<file path="config.mk">
export PLATFORM = sky130hd
export DESIGN_NAME = seg_scan_ctrl
export DESIGN_NICKNAME = d
export VERILOG_FILES = /design/src/rtl/seg_scan_ctrl_pkg.sv /design/src/rtl/seg_scan_ctrl_bcd7.sv /design/src/rtl/seg_scan_ctrl.sv
export SDC_FILE = /design/constraint.sdc
export NUM_CORES = 1
export LEC_CHECK = 0
export BUFFER_PORTS_ARGS = -buffer_cell sky130_fd_sc_hd__buf_2
export CAP_MARGIN = 20
export CORE_MARGIN = 2
export CORE_UTILIZATION = 43
export DETAILED_ROUTE_END_ITERATION = 8
export GPL_TIMING_DRIVEN = 0
export PLACE_DENSITY = 0.72
export SYNTH_ARGS = -nofsm -noshare
export SYNTH_HDL_FRONTEND = slang
export SYNTH_HIERARCHICAL = 1
export SYNTH_SLANG_ARGS = --single-unit
export TNS_END_PERCENT = 20
</file>
<file path="constraint.sdc">
create_clock -name clk -period 4.5 [get_ports clk]
set_clock_uncertainty 0.05 [all_clocks]
set_input_delay 0.9 -clock clk [delete_from_list [all_inputs] [get_ports clk]]
set_output_delay 0.9 -clock clk [all_outputs]
set_load 0.02 [all_outputs]
</file>
<file path="src/rtl/seg_scan_ctrl_pkg.sv">
// Shared encodings for the 7-segment scan controller: FSM states and
// the idle patterns driven onto the anode and segment lines.
package seg_scan_ctrl_pkg;

    typedef enum logic {
        ST_GAP  = 1'b0,
        ST_SHOW = 1'b1
    } state_t;

    // Wide enough for any sensible digit count; the top slices off DIGITS bits.
    localparam logic [31:0] AN_OFF    = '1;
    localparam logic [6:0]  SEG_BLANK = 7'b0;

endpackage

</file>
<file path="src/rtl/seg_scan_ctrl_bcd7.sv">
// Hex nibble to 7-segment decoder; output is {g,f,e,d,c,b,a}, active-high.
module seg_scan_ctrl_bcd7 (
    input  logic [3:0] nibble,
    output logic [6:0] seg
);

    always_comb begin
        seg = 7'b0000000;
        case (nibble)
            4'h0: seg = 7'b0111111;
            4'h1: seg = 7'b0000110;
            4'h2: seg = 7'b1011011;
            4'h3: seg = 7'b1001111;
            4'h4: seg = 7'b1100110;
            4'h5: seg = 7'b1101101;
            4'h6: seg = 7'b1111101;
            4'h7: seg = 7'b0000111;
            4'h8: seg = 7'b1111111;
            4'h9: seg = 7'b1101111;
            4'hA: seg = 7'b1110111;
            4'hB: seg = 7'b1111100;
            4'hC: seg = 7'b0111001;
            4'hD: seg = 7'b1011110;
            4'hE: seg = 7'b1111001;
            4'hF: seg = 7'b1110001;
            default: seg = 7'b0000000;
        endcase
    end

endmodule

</file>
<file path="src/rtl/seg_scan_ctrl.sv">
// Time-multiplexed common-anode 7-segment scanner with dead-time gaps,
// double-buffered display value and optional leading-zero blanking.
module seg_scan_ctrl #(
    parameter int DIGITS   = 4,
    parameter int SCAN_DIV = 50000,
    parameter int GAP_CYC  = 500,
    parameter int CNT_W    = 16
) (
    input  logic                  clk,
    input  logic                  rst_n,
    input  logic                  load,
    input  logic [4*DIGITS-1:0]   value,
    input  logic [DIGITS-1:0]     dp_in,
    input  logic                  blank_lz,
    output logic [DIGITS-1:0]     an,
    output logic [6:0]            seg,
    output logic                  dp,
    output logic                  frame_tick
);
    import seg_scan_ctrl_pkg::*;

    localparam int                IDX_W      = (DIGITS > 1) ? $clog2(DIGITS) : 1;
    localparam logic [IDX_W-1:0]  IDX_LAST   = IDX_W'(DIGITS - 1);
    localparam logic [CNT_W-1:0]  GAP_LAST   = CNT_W'(GAP_CYC - 1);
    localparam logic [CNT_W-1:0]  SHOW_LAST  = CNT_W'(SCAN_DIV - 1);
    localparam logic [DIGITS-1:0] AN_ALL_OFF = AN_OFF[DIGITS-1:0];

    state_t               state_q, state_d;
    logic [CNT_W-1:0]     cnt_q, cnt_d;
    logic [IDX_W-1:0]     idx_q, idx_d;
    logic [4*DIGITS-1:0]  shadow_val_q, shadow_val_d;
    logic [DIGITS-1:0]    shadow_dp_q, shadow_dp_d;
    logic [4*DIGITS-1:0]  disp_val_q, disp_val_d;
    logic [DIGITS-1:0]    disp_dp_q, disp_dp_d;
    logic                 pending_q, pending_d;
    logic [DIGITS-1:0]    an_q, an_d;
    logic [6:0]           seg_q, seg_d;
    logic                 dp_q, dp_d;
    logic                 frame_tick_q, frame_tick_d;

    logic                 commit_slot;
    logic                 lead_zero;
    logic [DIGITS-1:0]    blank_vec;
    logic [3:0]           nibble;
    logic [6:0]           seg_dec;

    always_comb begin
        state_d      = state_q;
        cnt_d        = cnt_q + CNT_W'(1);
        idx_d        = idx_q;
        frame_tick_d = 1'b0;
        commit_slot  = 1'b0;
        case (state_q)
            ST_GAP: begin
                if (cnt_q == GAP_LAST) begin
                    state_d     = ST_SHOW;
                    cnt_d       = '0;
                    commit_slot = (idx_q == '0);
                end
            end
            ST_SHOW: begin
                if (cnt_q == SHOW_LAST) begin
                    state_d      = ST_GAP;
                    cnt_d        = '0;
                    idx_d        = (idx_q == IDX_LAST) ? '0 : idx_q + IDX_W'(1);
                    frame_tick_d = (idx_q == IDX_LAST);
                end
            end
            default: begin
                state_d = ST_GAP;
                cnt_d   = '0;
            end
        endcase
    end

    // A load landing on the commit edge goes straight to the display so the
    // new frame already shows it.
    always_comb begin
        shadow_val_d = shadow_val_q;
        shadow_dp_d  = shadow_dp_q;
        disp_val_d   = disp_val_q;
        disp_dp_d    = disp_dp_q;
        pending_d    = pending_q;
        if (load) begin
            shadow_val_d = value;
            shadow_dp_d  = dp_in;
            pending_d    = 1'b1;
        end
        if (commit_slot) begin
            if (load) begin
                disp_val_d = value;
                disp_dp_d  = dp_in;
                pending_d  = 1'b0;
            end else if (pending_q) begin
                disp_val_d = shadow_val_q;
                disp_dp_d  = shadow_dp_q;
                pending_d  = 1'b0;
            end
        end
    end

    always_comb begin
        lead_zero = 1'b1;
        blank_vec = '0;
        for (int i = DIGITS - 1; i >= 1; i--) begin
            lead_zero    = lead_zero & (disp_val_d[4*i +: 4] == 4'h0);
            blank_vec[i] = blank_lz & lead_zero;
        end
    end

    assign nibble = disp_val_d[4*idx_d +: 4];

    seg_scan_ctrl_bcd7 u_bcd7 (
        .nibble (nibble),
        .seg    (seg_dec)
    );

    // Outputs follow the next state so anodes switch on the same edge as the FSM.
    always_comb begin
        an_d  = AN_ALL_OFF;
        seg_d = SEG_BLANK;
        dp_d  = 1'b0;
        if (state_d == ST_SHOW && !blank_vec[idx_d]) begin
            an_d[idx_d] = 1'b0;
            seg_d       = seg_dec;
            dp_d        = disp_dp_d[idx_d];
        end
    end

    always_ff @(posedge clk or negedge rst_n) begin
        if (!rst_n) begin
            state_q      <= ST_GAP;
            cnt_q        <= '0;
            idx_q        <= '0;
            shadow_val_q <= '0;
            shadow_dp_q  <= '0;
            disp_val_q   <= '0;
            disp_dp_q    <= '0;
            pending_q    <= 1'b0;
            an_q         <= AN_ALL_OFF;
            seg_q        <= SEG_BLANK;
            dp_q         <= 1'b0;
            frame_tick_q <= 1'b0;
        end else begin
            state_q      <= state_d;
            cnt_q        <= cnt_d;
            idx_q        <= idx_d;
            shadow_val_q <= shadow_val_d;
            shadow_dp_q  <= shadow_dp_d;
            disp_val_q   <= disp_val_d;
            disp_dp_q    <= disp_dp_d;
            pending_q    <= pending_d;
            an_q         <= an_d;
            seg_q        <= seg_d;
            dp_q         <= dp_d;
            frame_tick_q <= frame_tick_d;
        end
    end

    assign an         = an_q;
    assign seg        = seg_q;
    assign dp         = dp_q;
    assign frame_tick = frame_tick_q;

endmodule

</file>
After elaboration in Yosys (flattened, before gate mapping)
Memory sizes are Yosys's and may differ from the RTL's.
Index checks and enable logic that the tools add are counted.

word-level totals
  register bits after elaboration = 73
  bits in latches = 0
  RAM bits = 0
  ROM bits = 112
  input bits = 24
  output and inout port bits = 13
  word-level logic and storage cells = 67
  memories = 1

memories
  memory           words  bits a word  read ports  clocked after memory_dff  wr ports  line                     RTL
  (no name shown)  16     7            1           0                         0         seg_scan_ctrl_bcd7.sv:9  case (nibble)

operators by class
  add/sub/neg operators = 2
  multipliers = 0
  divide/modulo/power cells = 0
  magnitude comparators = 2
  eq/ne operators = 3
  shift-type cells = 1
  muxes and demuxes = 32
  bitwise logic cells = 7
  reduce and logical (&&, ||, !) cells = 7

operators by type and width
  kind                                                               number
  2-to-1 mux 16 bit                                                  5
  one-hot mux 16 bit (2 select lines)                                1
  adder 16 x 1 -> 16 bit, second input constant                      1
  == test 16 bit, second input constant                              1
  == test 16 x 9 -> 1 bit, second input constant                     1
  2-to-1 mux 4 bit                                                   4
  variable part select 16 x 5 -> 4 bit                               1
  2-to-1 mux 1 bit                                                   14
  zero test 4 bit                                                    3
  2-to-1 mux 7 bit                                                   1
  2-to-1 mux 2 bit                                                   3
  bitwise AND 1 bit                                                  5
  binary-select mux 1 bit (select 2 bit)                             2
  inverter 4 bit                                                     1
  < comparator 2 x 3 -> 1 bit, second input constant                 1
  adder 2 x 1 -> 2 bit, second input constant                        1
  demux 1 bit (select 2 bit)                                         1
  == test 2 bit, second input constant                               1
  greater-or-equal comparator 2 x 1 -> 1 bit, second input constant  1
  logical AND 1 bit                                                  2
  zero test 2 bit                                                    1
  one-hot mux 1 bit (2 select lines)                                 1
  zero test 1 bit                                                    1
  inverter 1 bit                                                     1

Longest topological paths before layout
  word-level depth = 13
  mapped depth = 14
  depth with buffers taken out = 13

By module
Netlist, hierarchy kept.

modules (own cells, without submodules)
  module              times used  cells an instance  area each (µm²)  sequential area each (µm²)
  seg_scan_ctrl       1           283                3427.0           1831.8
  seg_scan_ctrl_bcd7  1           33                 287.8            0.0

Worst setup path after synthesis
Ideal clock, no wire load.

  path kind = input to register
  start point = input load
  end point = register seg_q[3], in the netlist seg[3]
  library setup time = 119 ps
  data arrival time = 3570 ps
  required time = 4331 ps
  setup slack = 761 ps
  stages = 12
  path buffers = 3
  cells stage by stage = clkbuf_1 -> buf_1 -> buf_2 -> mux2_2 -> mux2_1 -> mux2i_1 -> mux2i_1 -> inv_1 -> ha_1 -> inv_1 -> mux4_1 -> and2_1

between the ends
  elaborated cells on any way between the ends = 17
  those cells by class = shift: 1; mux: 5; bitwise: 5; reduce/logical: 5; memory: 1

RTL lines
  item                                  line                  RTL
  from (decl)                           seg_scan_ctrl.sv:11   input logic load,
  2-to-1 mux 16 bit                     seg_scan_ctrl.sv:90   if (load) begin
  2-to-1 mux 16 bit                     seg_scan_ctrl.sv:89   if (commit_slot) begin
  net disp_val_d[1]                     seg_scan_ctrl.sv:33   logic [4*DIGITS-1:0] disp_val_q, disp_val_d;
  variable part select 16 x 5 -> 4 bit  seg_scan_ctrl.sv:111  assign nibble = disp_val_d[4*idx_d +: 4];
  net nibble[1]                         seg_scan_ctrl.sv:44   logic [3:0] nibble;
  memory read (16 x 7 bit)              --
  net seg_dec[3]                        seg_scan_ctrl.sv:45   logic [6:0] seg_dec;
  2-to-1 mux 7 bit                      seg_scan_ctrl.sv:123  if (state_d == ST_SHOW && !blank_vec[idx_d]) begin
  net seg_d[3]                          seg_scan_ctrl.sv:37   logic [6:0] seg_q, seg_d;
  to (signal assigned)                  seg_scan_ctrl.sv:154  seg_q <= seg_d;
  to (decl)                             seg_scan_ctrl.sv:37

The timed path passes the listed nets, and every way through them passes these cells. The select of a mux whose other input is x is not followed.
A chain may end at the register's enable or synchronous reset.

Worst setup path after layout
  start point = register cnt_q[0]
  end point = register seg_q[3], in the netlist seg[3]

between the ends
  elaborated cells on any way between the ends = 25
  those cells by class = eq/ne: 2; shift: 1; mux: 11; bitwise: 5; reduce/logical: 5; memory: 1

RTL lines
  item                                  line                  RTL
  from (decl)                           seg_scan_ctrl.sv:29   logic [CNT_W-1:0] cnt_q, cnt_d;
  from (signal assigned)                seg_scan_ctrl.sv:146  cnt_q <= cnt_d;
  == test 16 x 9 -> 1 bit               seg_scan_ctrl.sv:55   if (cnt_q == GAP_LAST) begin
  2-to-1 mux 1 bit                      seg_scan_ctrl.sv:55
  2-to-1 mux 1 bit                      seg_scan_ctrl.sv:53   case (state_q)
  2-to-1 mux 16 bit                     seg_scan_ctrl.sv:89
  net disp_val_d[0]                     seg_scan_ctrl.sv:33
  variable part select 16 x 5 -> 4 bit  seg_scan_ctrl.sv:111
  net nibble[0]                         seg_scan_ctrl.sv:44
  memory read (16 x 7 bit)              --
  net seg_dec[3]                        seg_scan_ctrl.sv:45
  2-to-1 mux 7 bit                      seg_scan_ctrl.sv:123
  net seg_d[3]                          seg_scan_ctrl.sv:37

The timed path passes the listed nets, and every way through them passes these cells. The select of a mux whose other input is x is not followed.

==> results.toml <==
[place]
gp_congestion = 0.838
io_buffers = 35
dp.final_hpwl_um = 5320

[die]
fp.coreArea_mm2 = 0.00830
start_util_pct = 44.8
num_rows = 33
die_x_um = 96.9
die_area_mm2 = 0.00940
die_h_um = 96.9
io_pins = 37

[yosys]
synth.most_common_cell = "dfrtp_1"
synth_cell_type_count = 54
synthesis.instances = 316
syn_area_mm2 = 0.00371
synth_ff_type = "dfrtp_1"
yosys_register_bits = 73
synth_nets = 350
synth_area_leaders = "dfrtp_1 46%, mux2_2 7.9%, mux2i_1 5.9%"
syn_avg_cell_area_um2 = 11.8
synth-edff-count = 0
async_reset_ff_share_pct = 100
synth_common_cells = "69 x dfrtp_1, 26 x mux2_2, 23 x nor2_1, 22 x mux2i_1, 19 x inv_1"
seq_area_frac_synth_pct = 49.3
yosys.area.top_type_share_pct = 46.5
ys_warn_count = 6
yosysTopAreaCell = "dfrtp_1"

[global_route]
grt_max_degree = 41
grt-ovfl-total = 0
antenna_found_initial = 0
grt_pass1_vias = 2690
grt_use_total_pct = 16.9
grt_pass1_wl_um = 12700

[worst_setup_path]
cp.required_ns = 4.69
critPathTopFamily = "simple AND/OR/NAND/NOR gates"
critical_path.startpoint_type = "flip-flop"
arrival_ns = 4.17
end_kind = "flip-flop"
slowest_stage = "or4b_4"
path_cells = "ha_1 > or4b_4 > nor4_4 > nand4b_2 > buf_6 > mux2_1 > mux2i_1 > mux2i_1 > inv_1 > ha_1 > mux4_1 > and2_1"
crit_type = "flip-flop to flip-flop"
path_max_fanout = 10
path_buf_inv = 2
slowest_delay_ns = 0.51

[timing]
tns_ns = 0
fin_crit_sh_pct = 88.4
hold_slack_ns = 0.432
hold_viol_final = 0
relSlewSlack_pct = 60.2
post-route-min-period_ns = 3.98
rsz0062_at_grt = "false"
fmax_mhz = 251
slew_viol_final = 0
worst_pin_slew_ns = 0.593
setup_violations = 0

[cts]
cts_max_level = 3
cts_tree = "yes"
clkSlewWorstSetupHoldPaths_ns = 0.07
ctsResizeCount = 0
cts_buffers = 9
clock_sinks = 73
postCtsSetupBuffers = 0
insertion_delay_ns = 0.35
cts_hold_buf = 0
cts_root_buf = "clkbuf_8"
cts_buffer_depth = 2

[power_and_ir_drop]
seqPwrFrac_pct = 53.4
combinationalPowerShare_pct = 5.0
pwr-share-clk_pct = 41.6
ir_drop_uv = 184
powerDensity_mw_per_mm2 = 299
design_power_total_uw = 1270
power.internal_uw = 974
p_sw_share_pct = 23.4
p_leak_uw = 0.00205
p_sw_uw = 297

[route]
remaining_drc_errors = 0
viasPerCell = 5.27
ant_nets = 0
first_pass_iters = 4
vias = 2493
routed_wl_um = 7250
wl_per_cell_um = 15.3
drt-initial-drc-count = 82

[cells_and_area]
syn2layout_area_growth_pct = 14.3
fin_nets = 397
fillers = 756
drive_above_1_share_pct = 29.3
num_antenna_cells = 0

[status]
status = "finished clean"

[run]
cap_violations = 0

[hold_path]
hp-class = "flip-flop to flip-flop"
==> metal layers <==
layer	GRT usage [%]	vias to the layer above	share of wire, %
li1	-	1205	-
met1	22.1	1241	47
met2	27.5	38	49
met3	4.55	9	2.9
met4	5.20	0	1.5
met5	0	-	0
==> stage by stage <==
| stage | setup WS (ns) | cells | util [%] | area (um2) |
|---|---|---|---|---|
| 5_1_grt | 0.279 | 473 | 51.2 | 4250 |
| 6_report | 0.520 | 473 | 51.2 | 4250 |
| 3_5_place_dp | 0.157 | 457 | 48.7 | 4040 |
| 4_1_cts | 0.472 | 473 | 51.2 | 4250 |
| 2_1_floorplan | 0.761 | 316 | - | 3710 |
| 3_3_place_gp | 0.237 | 456 | 48.5 | 4020 |
==> worst paths after layout <==
kind,cells after the start,startpoint,end,slack [ns]
max in group asynchronous,2,rst_n,an[1],3.36
min in group asynchronous,1,rst_n,idx_q[0],0.44
min,1,cnt_q[0],cnt_q[0],0.43
max reg2reg,12,cnt_q[0],seg[3],0.52
max,12,cnt_q[0],seg[3],0.52
min reg2reg,1,cnt_q[0],cnt_q[0],0.43
==> layout make-up <==
type / count / area, um2 / share of cell area (%)
clock buffers: 10 / 138 / 3.24
plain buffers: 11 / 66.3 / 1.56
flip-flops and latches: 73 / 1830 / 43.1
multi-input cells: 213 / 1750 / 41.1
inverters: 19 / 71.3 / 1.68
well taps: 105 / 131 / 3.09
repair buffers: 36 / 198 / 4.65
clock inverters: 6 / 66.3 / 1.56
==> logic make-up (layout without fill, tap and decap cells) <==
group / Yosys count / after routing / share of synthesized area [%]
AND/OR/NAND/NOR: 100 / 100 / 15.6
XOR/XNOR: 14 / 14 / 3.30
flip-flops: 73 / 73 / 49.3
buffers and inverters: 30 / 82 / 3.70
AO/OA/AOI/OAI: 30 / 30 / 6.64
multiplexers: 59 / 59 / 18.1
adder cells (fa/ha/maj): 10 / 10 / 3.37
==> cell usage in the layout, fill, tap and decap left out, types with 4 or more instances in the layout <==
cell and count:
nand3_1 12, nor4_1 7, inv_1 19, nand2_1 15, nor2b_1 4, mux2_2 26, mux2i_1 22, xnor2_1 6
and3_1 6, ha_1 10, clkbuf_8 10, xor2_1 8, and2_1 10, dfstp_2 4, buf_2 36, mux2_1 6
o21ai_0 10, nor2_1 23, dfrtp_1 69
==> power by group through the flow <==
stage | logic, uW | registers (uW) | clock network (uW)
finish | 63.0 | 679 | 528
floorplan | 31.7 | 690 | 0
CTS | 64.9 | 679 | 534
detailed placement | 64.6 | 692 | 0
global placement | 61.2 | 691 | 0
global route | 73.2 | 681 | 563
==> sequential cells by signal, indices dropped and copies added, names as in the netlist <==
register      cells
disp_val_q       16
disp_dp_q         4
cnt_q            16
frame_tick        1
seg               7
idx_q             2
an                4
pending_q         1
dp                1
shadow_dp_q       4
shadow_val_q     16
state_q           1
Note: power is estimated with default switching activity, not from simulation.
